===== src/rtl/div_counter_gen.sv =====
// rtl/div_counter_gen.sv - prescaled up/down modulus counter with tick/tc pulses
// Define DIV_COUNTER_GEN_SAT_EN to saturate at the ends instead of wrapping.
module div_counter_gen #(
    parameter int W   = 4,
    parameter int MOD = 16,
    parameter int DIV = 50000000
) (
    input  logic         clki,
    input  logic         rs,
    input  logic         en,
    input  logic         up,
    input  logic         ld,
    input  logic [W-1:0] d,
    output logic [W-1:0] q,
    output logic         tick,
    output logic         tc
);

    localparam int              PW    = (DIV > 1) ? $clog2(DIV) : 1;
    localparam logic [PW-1:0]   PLAST = PW'(DIV - 1);
    localparam logic [W-1:0]    QMAX  = W'(MOD - 1);
    // One extra bit so MOD == 2**W still compares correctly against d
    localparam logic [W:0]      MODX  = (W + 1)'(MOD);

    logic [PW-1:0] pcnt;
    logic          stb;
    logic          at_top;
    logic          at_bot;
    logic          wrap;
    logic [W-1:0]  q_step;
    logic [W-1:0]  q_load;

    assign stb    = en && (pcnt == PLAST);
    assign at_top = (q == QMAX);
    assign at_bot = (q == '0);
    assign wrap   = up ? at_top : at_bot;
    assign q_load = ({1'b0, d} < MODX) ? d : QMAX;

    always_comb begin
        q_step = q;
        if (up) begin
            q_step = at_top ? '0 : q + 1'b1;
        end else begin
            q_step = at_bot ? QMAX : q - 1'b1;
        end
    end

    always_ff @(posedge clki) begin
        if (rs) begin
            q    <= '0;
            pcnt <= '0;
            tick <= 1'b0;
            tc   <= 1'b0;
        end else if (ld) begin
            q    <= q_load;
            pcnt <= '0;
            tick <= 1'b0;
            tc   <= 1'b0;
        end else begin
            tick <= 1'b0;
            tc   <= 1'b0;
            if (stb) begin
                pcnt <= '0;
`ifdef DIV_COUNTER_GEN_SAT_EN
                if (wrap) begin
                    tc <= 1'b1;
                end else begin
                    q    <= q_step;
                    tick <= 1'b1;
                end
`else
                q    <= q_step;
                tick <= 1'b1;
                tc   <= wrap;
`endif
            end else if (en) begin
                pcnt <= pcnt + 1'b1;
            end
        end
    end

endmodule


===== config.mk =====
export PLATFORM = sky130hd
export DESIGN_NAME = div_counter_gen
export DESIGN_NICKNAME = d
export VERILOG_FILES = /design/src/rtl/div_counter_gen.sv
export SDC_FILE = /design/constraint.sdc
export NUM_CORES = 1
export LEC_CHECK = 0
export CAP_MARGIN = 20
export CORE_UTILIZATION = 30
export DETAILED_ROUTE_END_ITERATION = 7
export MAX_ROUTING_LAYER = met4
export PLACE_DENSITY = 0.52
export SYNTH_ARGS = -nofsm -noshare
export SYNTH_HDL_FRONTEND = slang
export SYNTH_SLANG_ARGS = --single-unit

===== constraint.sdc =====
create_clock -name clki -period 5.14 [get_ports clki]
set_input_delay 0.771 -clock clki [delete_from_list [all_inputs] [get_ports clki]]
set_output_delay 0.771 -clock clki [all_outputs]
set_load 0.005 [all_outputs]

==> impl_metrics.env <==
export IMPL_wl_per_cell_um=13.30
export IMPL_netlist_cell_type_count=46
export IMPL_worst_skew_pair_late_latency_ns=0.28
export IMPL_grt_busiest_layer="met2"
export IMPL_floorplan_die_area_mm2=0.005956
export IMPL_cts_max_path_buffers=2
export IMPL_rows=27
export IMPL_cts_root_buf="clkbuf_8"
export IMPL_highest_attainable_clock_frequency_mhz=371.0
export IMPL_async_reset_ff_frac=0
export IMPL_port_buffers=14
export IMPL_grt_antenna_before_repair=0
export IMPL_antenna_violating_nets_post_route=0
export IMPL_rsz0062_at_grt="no"
export IMPL_p_int_uw=375.6
export IMPL_n_fill_cell=574
export IMPL_drt_total_wl_um=3885
export IMPL_leading_cell_type_in_the_layout_fill_and_taps_excluded="dfxtp_1"
export IMPL_ioPinCount=15
export IMPL_totalNegativeSetupSlack_ns=0
export IMPL_static_leakage_power_uw=0.0006637
export IMPL_outcome="complete, no violations"
export IMPL_clock_sinks=32
export IMPL_slew_limit_headroom=0.5645
export IMPL_total_gr_overflow=0
export IMPL_drc_errors=0
export IMPL_design_power_total_uw=490.9
export IMPL_finalHoldViolCount=0
export IMPL_syn2layout_area_growth_pct=17.20
export IMPL_critPathLaunchType="input port"
export IMPL_crit_path_end_kind="flip-flop"
export IMPL_gp_congestion=0.7767
export IMPL_timing_worst_slew_pin_value_ns=0.6482
export IMPL_ys_seq_elements=32
export IMPL_die_h_um=77.18
export IMPL_final_core_utilization=0.3631
export IMPL_critical_path_required_ns=5.29
export IMPL_critical_path_class="input port to flip-flop"
export IMPL_report_final_setup_viol=0
export IMPL_hold_buffers=0
export IMPL_timing_max_cap_violations=0
export IMPL_detail_route_iter0_violations=142
export IMPL_timing_critical_path_arrival_ns=2.85
export IMPL_post_cts_resize_count=0
export IMPL_n_antenna_cell=0
export IMPL_grt_util_met1=0.1996
export IMPL_cts_buffers_inserted=5
export IMPL_post_route_cells_drive_above_1_share=0.07273
export IMPL_stdcell_area_mm2=0.001987
export IMPL_layoutNonFillerInstCount=292
export IMPL_dp_cells=284
export IMPL_average_instance_area_after_synthesis_um2=8.311
export IMPL_num_nets_final=231
export IMPL_timing_critical_path_fanout_max=13
export IMPL_ratio_of_routed_vias_to_standard_cells=5.096
export IMPL_min_path_type="flip-flop to flip-flop"
export IMPL_finalClockSkew_ns=0.005393
export IMPL_finalCritPeriodShare=0.5244
export IMPL_routed_via_count=1488
export IMPL_clock_tree_htree_level_count=2
export IMPL_tritoncts="done"
export IMPL_floorplan_initialDensity=0.3098
export IMPL_share_comb_of_total_power=0.075
export IMPL_ys_dominant_reg_cell="dfxtp_1"
export IMPL_first_global_vias=1373
export IMPL_drv_slew=0
export IMPL_drt_pass1_iterations=4
export IMPL_sw_frac_of_total=0.2348
export IMPL_total_global_route_track_usage=0.1491
export IMPL_irDropWorstVdd_v=0.0001490
export IMPL_synth_cells=204
export IMPL_sequentialPowerShare=0.520
export IMPL_grt_met3_usage=0.04048
export IMPL_clkSlewWorstSetupHoldPaths_ns=0.07
export IMPL_synth_seq_area_share=0.3779
export IMPL_grt_first_pass_wirelength_um=6686
export IMPL_design_core_area_mm2=0.005473
export IMPL_placed_area_mm2=0.001894
export IMPL_ys_warn_count=0
export IMPL_synth_net_count=216
export IMPL_grt_start_max_net_pins=16
export IMPL_post_route_min_period_ns=2.695
export IMPL_synth_enable_flop_cells=0
export IMPL_postCtsSetupBuffers=0
export IMPL_p_switching_uw=115.3
export IMPL_dp_hpwl_um=2754
export IMPL_final_cell_mix="32 x dfxtp_1, 28 x nor2_1, 18 x nand2_1"
export IMPL_cellPowerDensity_mw_per_mm2=247.1
export IMPL_fp_dieW_um=77.18
export IMPL_gr_usage_met2=0.2000
export IMPL_clockPowerShare=0.405
export IMPL_syn_cell_area_mm2=0.001695
-- registers in the layout (all words and copies together) (netlist names) --
signal	flops
pcnt	26
q	4
tc	1
tick	1
-- synth_stat cells, drive strengths merged (2+ instances only) --
cell,instances,area [µm²]
a211oi,8,60.06
a21oi,7,38.79
a31oi,2,12.51
and2,2,12.51
and3,4,27.52
and4,3,26.28
buf,2,16.26
clkbuf,4,15.01
dfxtp,32,640.6
ha,3,37.54
inv,8,30.03
mux2i,2,20.02
nand2,18,67.56
nand2b,2,12.51
nand3,13,65.06
nand4,8,50.05
nor2,28,105.1
nor3,6,41.29
nor4,3,33.78
o21ai,10,50.05
o22ai,2,12.51
o31ai,2,15.01
or3,2,12.51
xnor2,7,61.31
xor2,10,87.58
-- power groups by stage --
stage	combinational, µW	clock [µW]	sequential [µW]
CTS	36.8	207	255
global placement	36.7	0	261
finish	36.6	199	255
detailed placement	36.5	0	261
global route	41.2	219	256
floorplan	23.1	0	258
-- layer usage --
layer,vias to the layer above,wire [µm]
met2,30,1666
met5,-,0
li1,780,-
met1,670,1982
met4,0,95
met3,8,140
-- area by class of cell --
cell class	count	area [µm²]	area share
sequential	32	640.6	0.3224
clock inverter	2	10.01	0.005038
clock buffer	6	82.58	0.04156
multi-input combinational	158	993.5	0.5000
tap	72	90.09	0.04534
timing repair buffer	14	140.1	0.07053
inverter	8	30.03	0.01511
-- stage by stage --
stage / hold WS [ns] / setup slack [ns]
global placement: 0.4798 / 2.141
detailed placement: 0.4895 / 2.078
floorplan: 0.4473 / 3.167
CTS: 0.4988 / 2.394
finish: 0.4990 / 2.445
global route: 0.5163 / 2.235
-- kinds of logic (layout without fill, tap and decap cells) --
group                    Yosys count  after routing  synth area share
AND/OR/NAND/NOR                   95             95            0.2982
flip-flops                        32             32            0.3779
XOR/XNOR                          17             17           0.08782
adder cells (fa/ha/maj)            3              3           0.02214
multiplexers                       2              2           0.01181
buffers and inverters             14             30           0.03616
AO/OA/AOI/OAI                     41             41            0.1661
-- worst max-delay path: stages --
cell             delay, ns
clkdlybuf4s50_1       0.58
nand3_1               0.18
nor4_4                0.48
nand2_1               0.22
nand3_1               0.49
nor2_1                0.12
-- path summary, 6_finish.rpt --
kind / startpoint / to / slack [ns] / cells after the start
setup / recovery: en / pcnt[19] / 2.44 / 6
hold / removal: pcnt[24] / pcnt[24] / 0.50 / 2
setup reg to reg: pcnt[7] / pcnt[19] / 2.71 / 5
hold reg to reg: pcnt[24] / pcnt[24] / 0.50 / 2
No activity file was read; power rests on OpenSTA's default activity.
